### src/rtl/timer_dev.sv
// timer_dev: memory-mapped 32-bit countdown timer with interrupt output.
//
// Register map (word offsets):
//   0 CTRL   R/W  bit0 EN, bits[2:1] MODE (01 = auto-reload, else one-shot),
//                 bit3 IM (interrupt mask, 1 = enabled); upper bits read 0
//   1 PRESET R/W  reload value loaded into COUNT on each LOAD
//   2 COUNT  RO   current down-counter value
//   3 ---         reads 0, writes ignored
//
// Ports:
//   clk     - clock, all state updates on the rising edge
//   reset   - asynchronous active-low reset
//   sel     - chip select from the bus bridge
//   addr    - word offset of the access
//   byteen  - byte-lane write enables; nonzero with sel means a write
//   wdata   - lane-aligned write data
//   rdata   - combinational read data for addr
//   irq     - registered interrupt request (IM & int_flag)

module timer_dev #(
    parameter int BASE_OFFSET_BITS = 2
) (
    input  logic                        clk,
    input  logic                        reset,
    input  logic                        sel,
    input  logic [BASE_OFFSET_BITS-1:0] addr,
    input  logic [3:0]                  byteen,
    input  logic [31:0]                 wdata,
    output logic [31:0]                 rdata,
    output logic                        irq
);

    localparam logic [BASE_OFFSET_BITS-1:0] OFF_CTRL   = BASE_OFFSET_BITS'(0);
    localparam logic [BASE_OFFSET_BITS-1:0] OFF_PRESET = BASE_OFFSET_BITS'(1);
    localparam logic [BASE_OFFSET_BITS-1:0] OFF_COUNT  = BASE_OFFSET_BITS'(2);

    typedef enum logic [1:0] {
        ST_IDLE = 2'd0,
        ST_LOAD = 2'd1,
        ST_CNT  = 2'd2,
        ST_INT  = 2'd3
    } state_t;

    state_t      state_reg,   state_next;
    logic [3:0]  ctrl_reg,    ctrl_next;
    logic [31:0] preset_reg,  preset_next;
    logic [31:0] count_reg,   count_next;
    logic        int_flag_reg, int_flag_next;
    logic        irq_reg,     irq_next;

    logic        wr_any;
    logic        wr_ctrl;
    logic        wr_preset;
    logic        ctrl_en;
    logic        ctrl_auto;
    logic        fsm_clear_en;
    logic        fsm_int_set;

    assign wr_any    = sel & (|byteen);
    assign wr_ctrl   = wr_any & (addr == OFF_CTRL);
    assign wr_preset = wr_any & (addr == OFF_PRESET);

    assign ctrl_en   = ctrl_reg[0];
    // MODE 10/11 fall back to one-shot behaviour.
    assign ctrl_auto = (ctrl_reg[2:1] == 2'b01);

    // PRESET byte-lane merge.
    generate
        for (genvar gi = 0; gi < 4; gi++) begin : g_preset_lane
            assign preset_next[8*gi +: 8] = (wr_preset && byteen[gi])
                                          ? wdata[8*gi +: 8]
                                          : preset_reg[8*gi +: 8];
        end
    endgenerate

    // Countdown FSM.
    always_comb begin
        state_next   = state_reg;
        count_next   = count_reg;
        fsm_clear_en = 1'b0;
        fsm_int_set  = 1'b0;
        case (state_reg)
            ST_IDLE: begin
                if (ctrl_en) begin
                    state_next = ST_LOAD;
                end
            end
            ST_LOAD: begin
                count_next = preset_reg;
                state_next = ST_CNT;
            end
            ST_CNT: begin
                if (!ctrl_en) begin
                    state_next = ST_IDLE;
                end else if (count_reg > 32'd1) begin
                    count_next = count_reg - 32'd1;
                end else begin
                    // Guarded at 1 so a PRESET of 0 never wraps.
                    count_next = 32'd0;
                    state_next = ST_INT;
                end
            end
            ST_INT: begin
                fsm_int_set = 1'b1;
                state_next  = ST_IDLE;
                if (!ctrl_auto) begin
                    fsm_clear_en = 1'b1;
                end
            end
            default: state_next = ST_IDLE;
        endcase
    end

    // CTRL: the FSM's one-shot EN clear is applied first so a CPU write to
    // lane 0 in the same cycle overrides it.
    always_comb begin
        ctrl_next = ctrl_reg;
        if (fsm_clear_en) begin
            ctrl_next[0] = 1'b0;
        end
        if (wr_ctrl && byteen[0]) begin
            ctrl_next = wdata[3:0];
        end
    end

    // int_flag: set leaving INT; any CTRL write clears it; in auto-reload it
    // lives for a single cycle.
    always_comb begin
        int_flag_next = int_flag_reg;
        if (fsm_int_set) begin
            int_flag_next = 1'b1;
        end else if (wr_ctrl || ctrl_auto) begin
            int_flag_next = 1'b0;
        end
    end

    // irq is registered from the next-state values so it rises on the same
    // edge as int_flag and drops on the edge that commits a CTRL write.
    assign irq_next = ctrl_next[3] & int_flag_next;

    always_ff @(posedge clk or negedge reset) begin
        if (!reset) begin
            state_reg    <= ST_IDLE;
            ctrl_reg     <= 4'd0;
            preset_reg   <= 32'd0;
            count_reg    <= 32'd0;
            int_flag_reg <= 1'b0;
            irq_reg      <= 1'b0;
        end else begin
            state_reg    <= state_next;
            ctrl_reg     <= ctrl_next;
            preset_reg   <= preset_next;
            count_reg    <= count_next;
            int_flag_reg <= int_flag_next;
            irq_reg      <= irq_next;
        end
    end

    always_comb begin
        rdata = 32'd0;
        case (addr)
            OFF_CTRL:   rdata = {28'd0, ctrl_reg};
            OFF_PRESET: rdata = preset_reg;
            OFF_COUNT:  rdata = count_reg;
            default:    rdata = 32'd0;
        endcase
    end

    assign irq = irq_reg;

endmodule

### config.mk
export PLATFORM = sky130hd
export DESIGN_NAME = timer_dev
export DESIGN_NICKNAME = d
export VERILOG_FILES = /design/src/rtl/timer_dev.sv
export SDC_FILE = /design/constraint.sdc
export NUM_CORES = 1
export LEC_CHECK = 0
export ABC_AREA = 1
export CORE_ASPECT_RATIO = 0.5
export CORE_MARGIN = 5
export CORE_UTILIZATION = 55
export DETAILED_ROUTE_END_ITERATION = 12
export PLACE_DENSITY = 0.92
export SLEW_MARGIN = 5
export SYNTH_ARGS = -nofsm -noshare
export SYNTH_HDL_FRONTEND = slang
export SYNTH_SLANG_ARGS = --single-unit
### constraint.sdc
create_clock -name clk -period 2.95 [get_ports clk]
set_input_delay 0.4425 -clock clk [delete_from_list [all_inputs] [get_ports clk]]
set_output_delay 0.4425 -clock clk [all_outputs]
set_load 0.01 [all_outputs]
* Yosys cells after proc, flatten, opt, wreduce, memory -nomap -nowiden
Cells that the tools add are included.
** Cells by class
- Add/subtract/negate cells :: 1
- $lt $le $gt $ge :: 1
- Equal/unequal tests :: 9
- Multiplexer cells :: 15
- Bitwise operators :: 4
- Reductions and logical operators :: 13
** Operator list (number)
- $pmux W32 S3 :: 1
- $mux W32 :: 2
- $pmux W32 S2 :: 1
- $gt A32 B1 Y1 const B :: 1
- $sub A32 B1 Y32 const B :: 1
- $pmux W2 S4 :: 1
- $eq A2 B1 Y1 const B :: 3
- $eq A2 B2 Y1 const B :: 3
- $mux W1 :: 6
- $mux W2 :: 3
- $logic_and A1 B1 Y1 :: 5
- $and A1 B1 Y1 :: 4
- $logic_not A2 Y1 :: 2
- $mux W4 :: 1
- $ne A2 B2 Y1 const B :: 2
- $reduce_and A2 Y1 :: 2
- $reduce_bool A2 Y1 :: 2
- $reduce_or A4 Y1 :: 1
- $ne A3 B3 Y1 const B :: 1
- $logic_or A1 B1 Y1 :: 1
** Storage, ports and cells
- Bits in registers :: 72
- Bits of input ports :: 41
- Output and inout port bits :: 33

* Logic depth before layout (Yosys ltp)
Gate-level depths: netlist (run 1).
- Depth after elaboration :: 7
- Depth in mapped cells :: 12

* Worst setup path after synthesis (run 1)
Ideal clock, no wire load.
- Path type :: input-to-output
- Start point :: in addr[1]
- End point :: out rdata[10]
- Arrival :: 1.393 ns
- Path slack :: 1.115 ns
- Stages :: 5
- Path buffers :: 2
- Path through :: buf_2 -> nor2_4 -> clkinv_1 -> clkbuf_1 -> o22ai_1
** On the way
- Longest elaborated chain between the ends :: 2
** Ends and longest elaborated chain
- start: declaration :: RTL line 26 : input logic [BASE_OFFSET_BITS-1:0] addr,
- $eq A2 B2 Y1 (tied with other cells) :: RTL line 161 : case (addr)
- $pmux W32 S3 (*) :: RTL line 161
- end: declaration :: RTL line 29 : output logic [31:0] rdata,
Every way passes the cells marked *; elsewhere a longest branch is shown, timed or not.

* Worst setup path after layout (run 1)
- Start point :: in addr[1]
- End point :: out rdata[15]
Same word-level chain as after synthesis.

==> flow_summary.json, run 1 <==
{
  "cp.buffers_inverters": 3,
  "crit_path_max_incr_delay_ps": 640,
  "htree_levels": 3,
  "synthCells": 636,
  "final_common_cell": "nand2_1",
  "area_growth_pct": 26.2,
  "placed_area_um2": 5300,
  "cts_buffers": 9,
  "fin_setup_tns_ps": 0,
  "cts_hold_buf": 0,
  "cp_max_fo": 11,
  "finalHoldViolCount": 0,
  "syn_nets": 679,
  "netlist_area_um2": 4430,
  "p_leak_nw": 2.64,
  "post_drt_via_cell_ratio": 5.41,
  "firstDrtPassIters": 5,
  "wl_per_cell_um": 15.3,
  "grt_antenna_before_repair": 0,
  "globalplace.congestion": 1.00,
  "required_ps": 2510,
  "post-route-util_pct": 70.7,
  "drc": 0,
  "diodes": 0,
  "hold_class": "primary input to async pin",
  "worstSetupPathType": "primary input to output port",
  "vias": 4492,
  "r2r_cells": 10,
  "portBuffers": 73,
  "worstSkewPairLatency_ps": 340,
  "start_util_pct": 56.0,
  "r2r_slack_ps": 720,
  "rsz0062_at_grt": "false",
  "instances_no_fill": 830,
  "die_h_um": 73.5,
  "r2r-start": "count_reg[0]$_DFFE_PN0P_",
  "yosysWarnings": 0,
  "cts_tree": "yes",
  "hpwl_um": 9070,
  "clk_pin_slew_ps": 60,
  "fin_crit_ps": 2890,
  "cts_setup_buffers": 0,
  "worstPathArrival_ps": 2450,
  "worst_setup_path_end_kind": "output port",
  "final_nets": 756,
  "avgSynthCellArea_um2": 6.97,
  "drt-initial-drc-count": 417,
  "max_freq_ghz": 0.346,
  "clockRootBuffer": "clkbuf_16",
  "ant_nets": 0,
  "start_kind": "primary input",
  "synth_cell_types": 31,
  "dp.cells": 814,
  "core.rowCount": 23,
  "p_per_area_nw_per_um2": 910,
  "dieArea_um2": 10100,
  "drive_gt1_share_pct": 8.77,
  "peakVddDrop_mv": 0.503,
  "ys.flop_type": "dfrtp_1",
  "path_cells": "clkdlybuf4s50_1 -> nand2_1 -> buf_4 -> o21ai_0 -> clkdlybuf4s50_1",
  "grt_start_max_net_pins": 43,
  "grt_usage_pct": 27.2,
  "post-place-ws_ps": 126,
  "finalWorstSetupSlack_ps": 61.2,
  "worst_pin_slew_ps": 1120,
  "final_max_slew_viol_count": 0,
  "core_area_um2": 7910,
  "ios": 74,
  "maxSlewHeadroom_pct": 25.5,
  "drv_cap": 0,
  "synth_edf_count": 0,
  "clockBufferDepth": 2,
  "numClockSinks": 72,
  "cpMostUsedCell": "clkdlybuf4s50_1",
  "status": "finished clean",
  "r2r-end": "count_reg[3]$_DFFE_PN0P_",
  "cts_resized": 0,
  "period_share_pct": 97.9,
  "mostFrequentLayoutCells": "nand2_1, inv_1, dfrtp_1, clkdlybuf4s50_1, nor2_1",
  "yosysSeqAreaShare_pct": 40.7,
  "clock_skew_ps": 5.29,
  "cp_slowest_cell": "clkdlybuf4s50_1",
  "grt_pass1_vias": 4457,
  "wl_um": 12700,
  "grt_pass1_wl_um": 21500,
  "gr-total-overflow": 0,
  "postLayoutCellArea_um2": 5590,
  "setup_viol": 0,
  "num-fill-cells": 598,
  "cp_top_family": "buffers and inverters",
  "ys_ff_latch": 72,
  "synthArstFlopShare_pct": 100,
  "die_w_um": 137
}
==> layout make-up <==
type                       instances  area (um2)  area share (%)
multi-input combinational        465        2230            39.9
sequential                        72        1800            32.2
timing repair buffer              87         831            14.9
inverter                          78         293            5.23
clock buffer                       9         225            4.03
tap                              112         140            2.51
clock inverter                     7        72.6            1.30
==> how the worst max path moves through the flow <==
stage	from	endpoint	slack (ps)	depth (start not counted)
6_report	addr[1]	rdata[15]	60	5
5_1_grt	addr[1]	rdata[15]	20	5
4_1_cts	addr[1]	rdata[15]	120	5
3_5_place_dp	addr[1]	rdata[15]	130	5
3_3_place_gp	addr[1]	rdata[29]	230	5
2_1_floorplan	addr[1]	rdata[10]	1110	5
==> synth_stat cells (all sizes together) (2+ instances only) <==
cell / number / share of area, %
clkbuf: 12 / 1.0
o221ai: 3 / 0.59
o211ai: 2 / 0.34
o22ai: 23 / 3.2
xor2: 17 / 3.4
nor2: 76 / 8.2
buf: 9 / 1.4
ha: 2 / 0.56
dfrtp: 72 / 41
a21oi: 9 / 1.0
nand2: 236 / 20
nand4: 4 / 0.56
inv: 77 / 6.5
o21ai: 58 / 6.6
nand3: 27 / 3.8
mux2: 4 / 1.0
==> kinds of logic after synthesis <==
group | Yosys count | synth area share (%)
buffers and inverters | 99 | 9.01
adder cells (fa/ha/maj) | 2 | 0.565
flip-flops | 72 | 40.7
XOR/XNOR | 18 | 3.56
AO/OA/AOI/OAI | 97 | 12.2
multiplexers | 4 | 1.02
AND/OR/NAND/NOR | 344 | 33.0
==> layer usage <==
layer	GRT usage, %	wire length, um
met1	36.1	5430
met2	44.3	5980
met3	6.36	1010
met4	9.85	289
met5	0	0
==> where the power goes <==
part	leakage [nW]	total (mW)	switching (mW)	internal [mW]
logic	1.62	2.30	1.46	0.841
clock network	0.141	1.08	0.430	0.653
registers	0.880	1.71	0.377	1.33
total	2.64	5.09	2.27	2.83
==> metrics by stage <==
step | total power [mW] | hold WS, ps
after floorplan | 3.20 | 147
after global placement | 3.83 | 463
after detailed placement | 3.92 | 476
after CTS | 5.05 | 141
after global routing | 5.47 | 167
final | 5.09 | 124
Power figures use the tool's default switching activity.
==> run 2: changes to the inputs <==
--- a/config.mk
+++ b/config.mk
@@ -8,9 +8,9 @@
 export ABC_AREA = 1
 export CORE_ASPECT_RATIO = 0.5
 export CORE_MARGIN = 5
-export CORE_UTILIZATION = 55
+export CORE_UTILIZATION = 52
 export DETAILED_ROUTE_END_ITERATION = 12
-export PLACE_DENSITY = 0.92
+export PLACE_DENSITY = 0.88
 export SLEW_MARGIN = 5
 export SYNTH_ARGS = -nofsm -noshare
 export SYNTH_HDL_FRONTEND = slang
==> flow_summary.json, run 2 (synthesis gave the netlist of run 1 again) <==
{
  "status": "finished clean",
  "post-place-ws_ps": 278,
  "portBuffers": 73,
  "start_util_pct": 54.4,
  "grt_pass1_wl_um": 20300,
  "grt_start_max_net_pins": 34,
  "required_ps": 2510,
  "worstSetupPathType": "primary input to output port",
  "fin_setup_tns_ps": 0,
  "dp.cells": 814,
  "firstDrtPassIters": 6,
  "final_common_cell": "nand2_1",
  "setup_viol": 0,
  "clockRootBuffer": "clkbuf_16",
  "worst_setup_path_end_kind": "output port",
  "drive_gt1_share_pct": 8.77,
  "clockBufferDepth": 2,
  "grt_usage_pct": 24.3,
  "instances_no_fill": 830,
  "grt_antenna_before_repair": 0,
  "ant_nets": 0,
  "hold_class": "primary input to async pin",
  "switching_power_mw": 2.23,
  "dieArea_um2": 10600,
  "cts_tree": "yes",
  "die_w_um": 141,
  "vias": 4455,
  "p_per_area_nw_per_um2": 918,
  "final_max_slew_viol_count": 0,
  "finalHoldViolCount": 0,
  "peakVddDrop_mv": 0.492,
  "max_freq_ghz": 0.374,
  "wl_um": 12300,
  "whs_ps": 88.6,
  "start_kind": "primary input",
  "multi_input_area_um2": 2230,
  "r2r_cells": 10,
  "ff_latch_area_um2": 1800,
  "final_nets": 756,
  "ios": 74,
  "diodes": 0,
  "area_growth_pct": 27.0,
  "drt-initial-drc-count": 465,
  "cts_setup_buffers": 0,
  "finalWorstSetupSlack_ps": 274,
  "cts_hold_buf": 0,
  "drv_cap": 0,
  "mostFrequentLayoutCells": "nand2_1, inv_1, dfrtp_1, clkdlybuf4s50_1, nor2_1",
  "post_drt_via_cell_ratio": 5.37,
  "worstSkewPairLatency_ps": 340,
  "worstPathArrival_ps": 2230,
  "power.share.clock_pct": 23.2,
  "clock_skew_ps": 7.16,
  "num-fill-cells": 676,
  "cp_max_fo": 18,
  "internal_power_mw": 2.94,
  "grt_pass1_vias": 4316,
  "p_seq_share_pct": 33.1,
  "wl_per_cell_um": 14.8,
  "cts_buffers": 9,
  "hpwl_um": 9040,
  "die_h_um": 75.3,
  "drc": 0,
  "post-route-util_pct": 69.1,
  "htree_levels": 3,
  "rsz0062_at_grt": "false",
  "clk_pin_slew_ps": 60,
  "fin_crit_ps": 2680,
  "period_share_pct": 90.7,
  "sw_frac_of_total_pct": 43.1,
  "core_area_um2": 8140,
  "cts_resized": 0,
  "gr-total-overflow": 0,
  "globalplace.congestion": 0.974,
  "p_leak_nw": 2.66,
  "maxSlewHeadroom_pct": 26.7,
  "numClockSinks": 72,
  "core.rowCount": 23,
  "p_comb_share_pct": 43.7,
  "worst_pin_slew_ps": 1100
}
[run 2: cell count changes in the layout (fill, tap and decap cells not counted), sizes merged]
cell,previous run,this run
clkinv,5,3
bufinv,1,2
clkbuf,9,10
[run 2: final cells by class]
type                            instances  share of cell area [%]
Clock buffer                           10                    4.25
Clock inverter                          6                    1.65
Inverter                               78                    5.20
Multi-Input combinational cell        465                    39.6
Sequential cell                        72                    32.0
Tap cell                              112                    2.49
Timing Repair Buffer                   87                    14.8
[run 2: power groups by stage]
| stage | logic (mW) | clock network (mW) | registers (mW) |
|---|---|---|---|
| floorplan | 1.60 | 0 | 1.61 |
| global placement | 2.13 | 0 | 1.69 |
| detailed placement | 2.20 | 0 | 1.71 |
| CTS | 2.23 | 1.21 | 1.70 |
| global route | 2.54 | 1.27 | 1.76 |
| finish | 2.26 | 1.20 | 1.71 |
[run 2: metrics by stage]
stage | cell area (um2) | total power, mW
floorplan | 4430 | 3.20
finish | 5630 | 5.16
global placement | 5300 | 3.83
detailed placement | 5300 | 3.91
global route | 5630 | 5.57
CTS | 5630 | 5.14
[run 2: critical path, stage by stage]
cell             delay, ps
clkdlybuf4s50_1        640
nand2_1                120
buf_4                  220
o21ai_0                230
clkdlybuf4s50_1        580
[run 2: per-layer routing]
metal	up-vias	global-route usage (%)	part of all wire, %
met1	2115	32.1	43
li1	2153	-	-
met2	169	39.9	47
met3	18	6.92	8.2
met4	0	7.09	1.3
met5	-	0	0
[run 2: worst paths after layout]
| check | from | endpoint | slack (ps) |
|---|---|---|---|
| hold / removal | reset | count_reg[0]$_DFFE_PN0P_ | 90 |
| max in group asynchronous | reset | count_reg[23]$_DFFE_PN0P_ | 2120 |
| setup reg to reg | count_reg[0]$_DFFE_PN0P_ | count_reg[11]$_DFFE_PN0P_ | 750 |
| setup / recovery | addr[1] | rdata[15] | 270 |
| min in group clk | count_reg[1]$_DFFE_PN0P_ | count_reg[1]$_DFFE_PN0P_ | 500 |
| hold reg to reg | count_reg[1]$_DFFE_PN0P_ | count_reg[1]$_DFFE_PN0P_ | 500 |
==> patch, RTL diff (flow settings as in run 2) <==
Change the parameter `BASE_OFFSET_BITS` from 2 to 4.
--- a/src/rtl/timer_dev.sv
+++ b/src/rtl/timer_dev.sv
@@ -18,7 +18,7 @@
 //   irq     - registered interrupt request (IM & int_flag)
 
 module timer_dev #(
-    parameter int BASE_OFFSET_BITS = 2
+    parameter int BASE_OFFSET_BITS = 4
 ) (
     input  logic                        clk,
     input  logic                        reset,
Ports: changed (resized addr); port bits go from 74 to 76. The function was not compared with the original's and may differ.
==> patch against run 2 <==
  * Power fell by 2.4%
  * Cell area rose by 2.1%
  * Setup slack improved by 50 ps
  * Global-route usage increased by 0.90 points
  * Sequential cell count stayed put
  * Routed wire length increased by 5.2%
  * Area after synthesis increased by 2.3%
  * Critical path type unchanged
==> patch: results (changes against run 2) <==
outcome = finished clean
highest layer used for signal routing = met4
Synth Instances = 621 (-2.4%)
1st-iter DRT viols = 394 (-15%)
Final nets = 741 (-2.0%)
Met1 Wirelength = 5640 µm (+5.7%)
final wirelength = 12900 µm (+5.2%)
final worst path period need = 2630 ps (-50.2 ps)
routed wl met3 = 950 µm (-5.2%)
met2 wire len = 6060 µm (+4.6%)
sequential area share after synthesis = 39.7% (-0.91 points)
post-synthesis compound-gate area fraction = 12.2% (+0.059 points)
VDD IR-drop max = 0.410 mV (-17%)
Clock Skew = 7.34 ps (+0.175 ps)
port bufs = 75 (+2.7%)
largest net degree at the start of global routing = 29 (-15%)
global-route wire length before repair = 22100 µm (+8.7%)
layout cells sized above 1 = 12.1% (+3.4 points)
P_leak = 0.00273 µW (+2.9%)
GR Util met1 = 34.1% (+2.0 points)
worst-path fanout max = 17 (-1)
Max Fclk = 0.381 GHz (+1.9%)
top post-synthesis cells by count = nand2_1 (224), dfrtp_1 (72), inv_1 (65)
# fillers = 704 (+4.1%)
vias in the first global route = 4478 (+3.8%)
post-synthesis mux area share = 3.73% (+2.7 points)
dpl hpwl = 9080 µm (+0.35%)
Synth Area in Adders = 0.552% (-0.013 points)
routability cong. = 0.974 (about the same)
Synth area leaders = dfrtp_1 (40%), nand2_1 (19%), inv_1 (5.4%)
met2 Use GR = 40.4% (+0.47 points)
non-filler cells, final = 818 (-1.4%)
Global Route Usage Sum = 25.2% (+0.90 points)
Initial DRT Pass Iterations = 5 (-1)
vias per cell = 5.42 (+1.0%)
power density cells = 877 nW/µm² (-4.5%)
antenna violations before repair = 0 (unchanged)
critical path arrival = 2180 ps (-50 ps)
number of placed instances with taps included = 802 (-1.5%)
slew of the pin with the lowest slew margin = 897 ps (-201 ps)
met3 Use GR = 5.58% (-1.3 points)
syn_nets = 666 (-1.9%)
xor/xnor share of the synthesized area = 3.09% (-0.47 points)
Post-Place Cell Area = 5380 µm² (+1.5%)
Yosys cell types = 32 (+3.2%)
## patch: kinds of logic after synthesis
group,count (synthesis)
multiplexers,15
XOR/XNOR,16
adder cells (fa/ha/maj),2
flip-flops,72
buffers and inverters,88
AO/OA/AOI/OAI,89
AND/OR/NAND/NOR,339
## patch: final timing paths
kind	from	end	cells after the start	slack [ps]
max in group asynchronous	reset	count_reg[25]$_DFFE_PN0P_	2	2170
min in group clk	int_flag_reg$_DFF_PN0_	int_flag_reg$_DFF_PN0_	2	470
worst max register to register	state_reg[0]$_DFFE_PN0P_	count_reg[24]$_DFFE_PN0P_	8	600
worst min-delay path	reset	preset_reg[8]$_DFFE_PN0P_	1	40
worst max-delay path	addr[3]	rdata[1]	6	320
worst min register to register	int_flag_reg$_DFF_PN0_	int_flag_reg$_DFF_PN0_	2	470
## patch: stage by stage
step           worst slack, ps  hold slack (ps)
6_report                   324             38.7
3_3_place_gp               363              410
3_5_place_dp               351              414
4_1_cts                    332             48.9
5_1_grt                    201             72.6
2_1_floorplan             1140              147
## patch: where the power goes
| part | switching (µW) | leakage, µW | total, µW | internal (µW) |
|---|---|---|---|---|
| registers | 324 | 0.000881 | 1620 | 1290 |
| logic | 1340 | 0.00168 | 2060 | 721 |
| clock network | 450 | 0.000172 | 1360 | 913 |
## patch: layout make-up
type / count / area share (%)
clock buffers: 9 / 3.92
clock inverters: 7 / 2.50
multi-input cells: 461 / 40.9
flip-flops and latches: 72 / 31.4
inverters: 69 / 4.51
well taps: 117 / 2.55
repair buffers: 83 / 14.2
## patch: worst max-delay path: stages
cell and delay, ps:
clkdlybuf4s50_1 410, nor2_2 170, nand3_1 110, buf_4 220, o221ai_1 230, clkdlybuf4s50_1 580
